[config.mk]
export PLATFORM = sky130hd
export DESIGN_NAME = mem_wb_lsu
export DESIGN_NICKNAME = d
export VERILOG_FILES = /design/src/rtl/riscv_mem_pkg.sv /design/src/rtl/lsu_load_align.sv /design/src/rtl/mem_wb_lsu.sv
export SDC_FILE = /design/constraint.sdc
export NUM_CORES = 1
export LEC_CHECK = 0
export ABC_AREA = 0
export CORE_MARGIN = 2
export CORE_UTILIZATION = 35
export CTS_BUF_LIST = sky130_fd_sc_hd__clkbuf_4 sky130_fd_sc_hd__clkbuf_8 sky130_fd_sc_hd__clkbuf_16
export DETAILED_ROUTE_END_ITERATION = 8
export PLACE_DENSITY_LB_ADDON = 0.3
export SLEW_MARGIN = 5
export SYNTH_ARGS = -nofsm -noshare
export SYNTH_HDL_FRONTEND = slang
export SYNTH_HIERARCHICAL = 1
export SYNTH_SLANG_ARGS = --single-unit
export TNS_END_PERCENT = 10
[constraint.sdc]
create_clock -name clk -period 1.8 [get_ports clk]
set_input_delay 0.36 -clock clk [delete_from_list [all_inputs] [get_ports clk]]
set_output_delay 0.36 -clock clk [all_outputs]
set_load 0.02 [all_outputs]
[src/rtl/riscv_mem_pkg.sv]
// Shared encodings for the MEM-stage load/store unit: writeback selects, funct3 access codes,
// LSU FSM states and the store byte-enable helper.
package riscv_mem_pkg;

    localparam logic [1:0] RES_ALU = 2'b00;
    localparam logic [1:0] RES_MEM = 2'b01;
    localparam logic [1:0] RES_PC4 = 2'b10;

    localparam logic [2:0] F3_LB  = 3'b000;
    localparam logic [2:0] F3_LH  = 3'b001;
    localparam logic [2:0] F3_LW  = 3'b010;
    localparam logic [2:0] F3_LBU = 3'b100;
    localparam logic [2:0] F3_LHU = 3'b101;
    localparam logic [2:0] F3_SB  = 3'b000;
    localparam logic [2:0] F3_SH  = 3'b001;
    localparam logic [2:0] F3_SW  = 3'b010;

    typedef enum logic [0:0] {IDLE, WAIT_RSP} lsu_state_t;

    // Byte lanes touched by an access of the given size (funct3[1:0]) at byte offset off.
    function automatic logic [3:0] store_be(input logic [1:0] size, input logic [1:0] off);
        logic [3:0] be;
        case (size)
            2'b00:   be = 4'b0001 << off;
            2'b01:   be = off[1] ? 4'b1100 : 4'b0011;
            default: be = 4'b1111;
        endcase
        return be;
    endfunction

endpackage

[src/rtl/lsu_load_align.sv]
// Extracts and sign/zero-extends the addressed byte or halfword from a 32-bit load data word.
module lsu_load_align
    import riscv_mem_pkg::*;
(
    input  logic [31:0] i_rdata,
    input  logic [2:0]  i_funct3,
    input  logic [1:0]  i_offset,
    output logic [31:0] o_data
);

    logic [7:0]  w_byte;
    logic [15:0] w_half;

    always_comb begin
        case (i_offset)
            2'd0:    w_byte = i_rdata[7:0];
            2'd1:    w_byte = i_rdata[15:8];
            2'd2:    w_byte = i_rdata[23:16];
            default: w_byte = i_rdata[31:24];
        endcase
        w_half = i_offset[1] ? i_rdata[31:16] : i_rdata[15:0];

        case (i_funct3)
            F3_LB:   o_data = {{24{w_byte[7]}}, w_byte};
            F3_LH:   o_data = {{16{w_half[15]}}, w_half};
            F3_LBU:  o_data = {24'h0, w_byte};
            F3_LHU:  o_data = {16'h0, w_half};
            default: o_data = i_rdata;
        endcase
    end

endmodule

[src/rtl/mem_wb_lsu.sv]
// MEM-stage load/store unit and MEM/WB register: issues data-memory requests, stalls upstream
// while an access is pending, and formats load data. Optional MISALIGN_TRAP_EN adds MisalignW.
module mem_wb_lsu
    import riscv_mem_pkg::*;
#(
    parameter int unsigned TIMEOUT_CYCLES = 255,
    parameter int unsigned CNT_W          = 8
) (
    input  logic        clk,
    input  logic        reset,
    input  logic [1:0]  ResultSrcM,
    input  logic        RegWriteM,
    input  logic        MemWriteM,
    input  logic [2:0]  Funct3M,
    input  logic [31:0] ALUResultM,
    input  logic [31:0] WriteDataM,
    input  logic [4:0]  RdM,
    input  logic [31:0] PCPlus4M,
    output logic        dmem_req_valid,
    input  logic        dmem_req_ready,
    output logic        dmem_we,
    output logic [31:0] dmem_addr,
    output logic [31:0] dmem_wdata,
    output logic [3:0]  dmem_be,
    input  logic        dmem_rsp_valid,
    input  logic [31:0] dmem_rdata,
    output logic        StallM,
    output logic [1:0]  ResultSrcW,
    output logic        RegWriteW,
    output logic [31:0] ALUResultW,
    output logic [31:0] ReadDataW,
    output logic [4:0]  RdW,
    output logic [31:0] PCPlus4W,
    output logic        BusErrW
`ifdef MISALIGN_TRAP_EN
    ,
    output logic        MisalignW
`endif
);

    localparam logic [CNT_W-1:0] LP_TIMEOUT = CNT_W'(TIMEOUT_CYCLES);

    lsu_state_t       r_state;
    lsu_state_t       w_state_d;
    logic [CNT_W-1:0] r_cnt;
    logic [CNT_W-1:0] w_cnt_d;

    logic        w_mem_op;
    logic        w_misalign;
    logic        w_timeout;
    logic        w_req;
    logic        w_stall;
    logic        w_load_done;
    logic        w_bus_err;
    logic [31:0] w_load_data;

    assign w_mem_op  = MemWriteM | (ResultSrcM == RES_MEM);
    assign w_timeout = (TIMEOUT_CYCLES != 0) && (r_cnt == LP_TIMEOUT);

`ifdef MISALIGN_TRAP_EN
    assign w_misalign = w_mem_op &&
                        (((Funct3M[1:0] == 2'b01) && ALUResultM[0]) ||
                         ((Funct3M[1:0] == 2'b10) && (ALUResultM[1:0] != 2'b00)));
`else
    assign w_misalign = 1'b0;
`endif

    lsu_load_align u_load_align (
        .i_rdata  (dmem_rdata),
        .i_funct3 (Funct3M),
        .i_offset (ALUResultM[1:0]),
        .o_data   (w_load_data)
    );

    // Counter only advances on stalled cycles; every completion returns it to zero.
    always_comb begin
        w_state_d   = r_state;
        w_cnt_d     = '0;
        w_req       = 1'b0;
        w_stall     = 1'b0;
        w_load_done = 1'b0;
        w_bus_err   = 1'b0;
        unique case (r_state)
            IDLE: begin
                if (w_mem_op && !w_misalign) begin
                    if (w_timeout) begin
                        w_bus_err = 1'b1;
                    end else begin
                        w_req = 1'b1;
                        if (!dmem_req_ready) begin
                            w_stall = 1'b1;
                            w_cnt_d = r_cnt + 1'b1;
                        end else if (!MemWriteM) begin
                            w_stall   = 1'b1;
                            w_state_d = WAIT_RSP;
                        end
                    end
                end
            end
            WAIT_RSP: begin
                if (dmem_rsp_valid) begin
                    w_load_done = 1'b1;
                    w_state_d   = IDLE;
                end else if (w_timeout) begin
                    w_bus_err = 1'b1;
                    w_state_d = IDLE;
                end else begin
                    w_stall = 1'b1;
                    w_cnt_d = r_cnt + 1'b1;
                end
            end
            default: w_state_d = IDLE;
        endcase
    end

    assign StallM         = w_stall;
    assign dmem_req_valid = w_req;
    assign dmem_we        = w_req & MemWriteM;
    assign dmem_addr      = {ALUResultM[31:2], 2'b00};
    assign dmem_be        = w_req ? store_be(Funct3M[1:0], ALUResultM[1:0]) : 4'b0000;

    always_comb begin
        case (Funct3M[1:0])
            2'b00:   dmem_wdata = {4{WriteDataM[7:0]}};
            2'b01:   dmem_wdata = {2{WriteDataM[15:0]}};
            default: dmem_wdata = WriteDataM;
        endcase
    end

    always_ff @(posedge clk or negedge reset) begin
        if (!reset) begin
            r_state    <= IDLE;
            r_cnt      <= '0;
            ResultSrcW <= '0;
            RegWriteW  <= 1'b0;
            ALUResultW <= '0;
            ReadDataW  <= '0;
            RdW        <= '0;
            PCPlus4W   <= '0;
            BusErrW    <= 1'b0;
`ifdef MISALIGN_TRAP_EN
            MisalignW  <= 1'b0;
`endif
        end else begin
            r_state <= w_state_d;
            r_cnt   <= w_cnt_d;
            if (w_stall) begin
                ResultSrcW <= '0;
                RegWriteW  <= 1'b0;
                ALUResultW <= '0;
                ReadDataW  <= '0;
                RdW        <= '0;
                PCPlus4W   <= '0;
                BusErrW    <= 1'b0;
`ifdef MISALIGN_TRAP_EN
                MisalignW  <= 1'b0;
`endif
            end else begin
                ResultSrcW <= ResultSrcM;
                RegWriteW  <= RegWriteM & ~w_misalign;
                ALUResultW <= ALUResultM;
                ReadDataW  <= w_load_done ? w_load_data : 32'h0;
                RdW        <= RdM;
                PCPlus4W   <= PCPlus4M;
                BusErrW    <= w_bus_err;
`ifdef MISALIGN_TRAP_EN
                MisalignW  <= w_misalign;
`endif
            end
        end
    end

endmodule

==> flow_summary.yaml, run 1 <==
status:
  status: "finished with violations"
  violations: "setup timing"
grt:
  grt_start_max_net_pins: 115
  grt_pass1_wl_um: 27140
  grt_antenna_before_repair: 0
  overflow: 0
  grtUsageTotal: 0.2139
  first_global_vias: 5144
run:
  drv_cap: 0
sta:
  worst_slew_pin_slew_ns: 0.6081
  finalClockSkew_ns: 0.008272
  period_share: 1.116
  hold_ws_ns: 0.01238
  slew_headroom: 0.5946
  worst_slack_ns: -0.2083
  min_period_ns: 2.008
  rsz0062_at_grt: "true"
  max_freq_ghz: 0.4979
  setup_viol: 7
  hold_viol: 0
  final_max_slew_viol_count: 0
die:
  start_util: 0.3609
  fp-row-count: 45
  die_x_um: 129.7
  die_h_um: 129.7
  die_area_um2: 16810
  fp.coreArea_um2: 15310
  io_pins: 320
route:
  dr_total_vias: 5143
  firstDrtPassIters: 4
  ant_nets: 0
  routed_wl_um: 18550
  drc: 0
  drtIter0Drc: 257
  routed_via_density: 4.798
  wl_per_cell_um: 17.30
synth:
  yosysWarnings: 6
  synth_largest_area_cell: "dfrtp_1"
  avgSynthCellArea_um2: 10.69
  yosys-top-cells-area: "dfrtp_1 (52%), a21boi_1 (7.6%), buf_4 (5.4%)"
  netlist_area_um2: 5527
  yosysTopAreaCellShare: 0.5162
  ys_ff_latch: 114
  synth_edf_count: 0
  synth_cell_type_count: 44
  ys_seq_area_frac: 0.5162
  ys_async_sr_fraction: 1.000
  synth_cells: 517
  synthFlopType: "dfrtp_1"
pwr:
  power_density_nw_per_um2: 846.3
  ir_worst_vdd_mv: 0.7209
  p_leak_nw: 4.437
layout:
  fin_util: 0.6240
  multi_input_area_um2: 2152
  drive_above_1_share: 0.2149
  nets: 994
  fillers: 1270
  final_area_um2: 9557
  stdcell_count: 1072
  n_antenna_cell: 0
  regArea_um2: 2853
  area_growth_pct: 72.92
worst_setup_path:
  cp_data_arrival_time_ns: 1.65
  end_kind: "output port"
  cp-start-kind: "flop"
  crit_fanout: 3
  cp.required_ns: 1.44
  crit_type: "flop to output port"
clocking:
  cts_buffers: 17
  clk_pin_slew_ns: 0.05
  cts_sinks: 114
  cts_tree: "done"
  clock_latency_ns: 0.41
  holdBufCountCts: 0
  clk_path_buf_depth: 2
  clock-root-buffer: "clkbuf_16"
  htreeDepth: 4
placement:
  placed_cells: 1034
  dp_hpwl_um: 14060
  place.gp.congestion: 0.8966
  placedInstanceArea_um2: 8960
  io_buffers: 317
hold_path:
  hold_path_class: "primary input to async pin"
## layout make-up
cell class	instances	share of cell area
clock inverters	11	0.01689
repair buffers	392	0.3799
flip-flops and latches	114	0.2985
clock buffers	20	0.04753
inverters	11	0.004321
well taps	211	0.02762
multi-input cells	313	0.2252
## cell usage after synthesis (3+ instances only)
library cell,instances
buf_4,40
a21boi_2,13
a221o_1,8
a211oi_1,4
o21ai_0,36
nor2_1,5
dfrtp_1,114
nor2b_1,22
nand4_1,3
mux2i_1,9
buf_2,5
a22oi_1,8
or3_1,4
buf_6,10
mux2_2,17
and3_1,32
a21oi_1,8
a21boi_1,56
nand3_1,3
o21ai_1,5
clkbuf_1,25
nand2_1,45
inv_1,11
a21boi_0,3
nand2b_1,9
## worst max-delay path: stages, from the launching register on
cell     delay (ns)
dfrtp_1        0.36
ha_2           0.20
nand3_2        0.10
buf_6          0.14
o32a_4         0.18
and2_4         0.14
buf_6          0.12
## where the power goes
group,leakage [nW],internal [mW],switching [mW]
clock,0.306,2.36,1.11
combinational,2.64,0.933,0.913
sequential,1.49,2.72,0.0475
total,4.44,6.01,2.08
## worst paths after layout
check                                   start  slack (ns)  cells past startpoint                       to
max in group asynchronous               reset        1.31                      2  ResultSrcW[1]$_DFF_PN0_
min                                     reset        0.01                      2  ReadDataW[14]$_DFF_PN0_
max                        r_cnt[0]$_DFF_PN0_       -0.21                      6                   StallM
min reg2reg                r_cnt[7]$_DFF_PN0_        0.67                      2       r_cnt[7]$_DFF_PN0_
min in group clk                 PCPlus4M[18]        0.50                      2   PCPlus4W[18]$_DFF_PN0_
max reg2reg                r_cnt[1]$_DFF_PN0_        0.06                      6         RdW[0]$_DFF_PN0_
## layout by cell type (no fill, tap or decap), drive strengths merged, types with 3 or more instances in the layout
master / netlist / final
mux2: 17 / 17
nor2b: 22 / 22
and3: 32 / 32
clkdlybuf4s15: 0 / 5
a21boi: 72 / 72
a21oi: 9 / 9
a221o: 8 / 8
clkinv: 0 / 6
dfrtp: 114 / 114
clkdlybuf4s50: 0 / 239
buf: 55 / 102
nor2: 6 / 6
dlygate4sd2: 0 / 39
nand4: 3 / 3
nand2b: 9 / 9
a22oi: 8 / 8
o21ai: 41 / 41
inv: 11 / 11
nand2: 45 / 45
clkbuf: 25 / 25
nand3: 4 / 4
bufinv: 0 / 4
a211oi: 4 / 4
or3: 4 / 4
mux2i: 9 / 9
## cell families after synthesis
logic type                 after synthesis  share of synthesized area
AOI/OAI and AO/OA                      151                     0.1970
and+or+nand+nor                        131                     0.1261
DFF                                    114                     0.5162
buffers and inverters                   91                     0.1037
muxes                                   26                    0.05094
xor gates and xnor gates                 2                   0.003170
adders and majority gates                1                   0.002264
other                                    1                  0.0006785
## flip-flops by register name, indices dropped and copies added (netlist names)
name / flops
ALUResultW: 32
BusErrW: 1
PCPlus4W: 32
RdW: 5
ReadDataW: 32
RegWriteW: 1
ResultSrcW: 2
r_cnt: 8
r_state: 1
## metal layers
metal,vias to the layer above,track usage,wire length (um),share of wire
met3,38,0.06730,1588,0.086
li1,2419,-,-,-
met5,-,0,0,0
met2,247,0.3810,9523,0.51
met1,2439,0.2272,6781,0.37
met4,0,0.1094,656,0.035
## repair_timing
action | 4_1_cts | 5_1_grt
endpoints found under the hold margin | 0 | 0
pin swaps | 5 | 1
setup buffers | 4 | 3
gates resized for setup | 162 | 17
setup endpoints to repair | 167 | 89
## metrics by stage
step                      setup TNS (ns)  total power [mW]  worst slack, ns
final                             -1.250             8.088          -0.2083
after global routing              -1.857             8.415          -0.2779
after CTS                         -7.496             8.168          -0.2101
after detailed placement          -65.24             4.707          -0.7953
after global placement            -60.53             4.676          -0.8339
after floorplan                        0             3.670          0.07936
Note: power is estimated with default switching activity, not from simulation.
==> inputs of run 2 (changes only) <==
Settings changed: CTS_BUF_LIST sky130_fd_sc_hd__clkbuf_4 sky130_fd_sc_hd__clkbuf_8 sky130_fd_sc_hd__clkbuf_16 to not set, GPL_ROUTABILITY_DRIVEN set to 1.
==> flow_summary.yaml, run 2 (synthesis gave the netlist of run 1 again) <==
placement:
  dp_hpwl_um: 14060
  pre_cts_slack_ns: -0.7953
  place.gp.congestion: 0.8966
  io_buffers: 317
  placed_cells: 1034
  placedInstanceArea_um2: 8960
worst_setup_path:
  r2r_start: "r_cnt[1]$_DFF_PN0_"
  ff2ff_setup_slack_ns: 0.06
  end_kind: "output port"
  reg2reg_to: "RdW[0]$_DFF_PN0_"
  cp-start-kind: "flop"
  cp.required_ns: 1.44
  crit_type: "flop to output port"
  r2r_cells: 6
  crit_fanout: 3
  cp_data_arrival_time_ns: 1.65
sta:
  hold_viol: 0
  period_share: 1.116
  rsz0062_at_grt: "true"
  max_freq_ghz: 0.4980
  worst_slack_ns: -0.2079
  setup_viol: 7
  worst_slew_pin_slew_ns: 0.6182
  min_period_ns: 2.008
  final_max_slew_viol_count: 0
  slew_headroom: 0.5879
  finalClockSkew_ns: 0.008053
layout:
  final_cell_mix: "clkdlybuf4s50_1 (239), dfrtp_1 (114), buf_4 (77)"
  fin_util: 0.6235
  drive_above_1_share: 0.2125
  stdcell_count: 1072
  reg.largest.list: "ALUResultW (32), PCPlus4W (32), ReadDataW (32)"
  layout_commonest_cell: "clkdlybuf4s50_1"
  nets: 994
  area_growth_pct: 72.79
  n_antenna_cell: 0
  final_area_um2: 9549
grt:
  grt_start_max_net_pins: 115
  grt_antenna_before_repair: 0
  overflow: 0
  grt_pass1_wl_um: 27120
  grtUsageTotal: 0.2137
  first_global_vias: 5141
clocking:
  holdBufCountCts: 0
  htreeDepth: 4
  cts_buffers: 17
  cts_sinks: 114
  clk_pin_slew_ns: 0.05
  clock_latency_ns: 0.41
  cts_tree: "done"
  clk_path_buf_depth: 2
  clock-root-buffer: "clkbuf_16"
pwr:
  finalPower_mw: 8.052
  power_density_nw_per_um2: 843.3
  ir_worst_vdd_mv: 0.7224
  p_leak_nw: 4.431
die:
  start_util: 0.3609
  die_area_um2: 16810
  fp-row-count: 45
  io_pins: 320
  fp.coreArea_um2: 15310
  die_x_um: 129.7
  die_h_um: 129.7
route:
  firstDrtPassIters: 4
  dr_total_vias: 5134
  routed_wl_um: 18460
  drc: 0
  ant_nets: 0
  wl_per_cell_um: 17.22
  routed_via_density: 4.789
  drtIter0Drc: 252
hold_path:
  hold_path_class: "primary input to async pin"
run:
  drv_cap: 0
status:
  status: "finished with violations"
  violations: "setup timing"
[run 2: cell counts in the layout (fill, tap and decap cells not counted)]
Identical to the previous run, type by type.
[run 2: cell type report]
| class | count | area (um^2) |
|---|---|---|
| Timing Repair Buffer | 392 | 3631 |
| Clock inverter | 11 | 161.4 |
| Fill cell | 1271 | 5766 |
| Sequential cell | 114 | 2853 |
| Multi-Input combinational cell | 313 | 2152 |
| Clock buffer | 20 | 446.7 |
| Inverter | 11 | 41.29 |
| Tap cell | 211 | 264.0 |
[run 2: per-layer routing]
metal	track usage	up-vias	wire length, um
met3	0.06730	41	1566
met4	0.1094	0	657
li1	-	2419	-
met5	0	-	0
met2	0.3807	247	9501
met1	0.2269	2427	6734
[run 2: repair_timing]
action,4_1_cts,5_1_grt
pin swaps,5,1
cloned,0,0
setup buffers,4,3
endpoints found under the setup margin,167,89
resized for setup,162,17
[run 2: worst max path at each step]
stage	slack, ns	endpoint	cells past startpoint	startpoint
final	-0.21	StallM	6	r_cnt[0]$_DFF_PN0_
after global routing	-0.28	StallM	6	r_cnt[0]$_DFF_PN0_
after CTS	-0.21	StallM	6	r_cnt[0]$_DFF_PN0_
after detailed placement	-0.80	dmem_be[1]	6	ResultSrcM[0]
after global placement	-0.83	dmem_be[1]	6	ResultSrcM[0]
after floorplan	0.08	dmem_be[1]	4	r_cnt[0]$_DFF_PN0_
[run 2: power by group]
group	switching (mW)	internal, mW	total, mW	leakage [nW]
registers	0.0474	2.72	2.77	1.49
logic	0.912	0.933	1.85	2.64
clock network	1.11	2.33	3.44	0.299
[run 2: worst max-delay path, cell delays in order, from the launching register on]
cell and delay (ns):
dfrtp_1 0.36, ha_2 0.20, nand3_2 0.10, buf_6 0.14, o32a_4 0.18, and2_4 0.14
buf_6 0.12
[run 2: per-stage QoR]
stage / setup TNS, ns / hold WS, ns
after floorplan: 0 / 0.06441
after global placement: -60.53 / 0.4817
after detailed placement: -65.24 / 0.4947
after CTS: -7.236 / 0.05144
after global routing: -1.858 / 0.05742
final: -1.252 / 0.003265
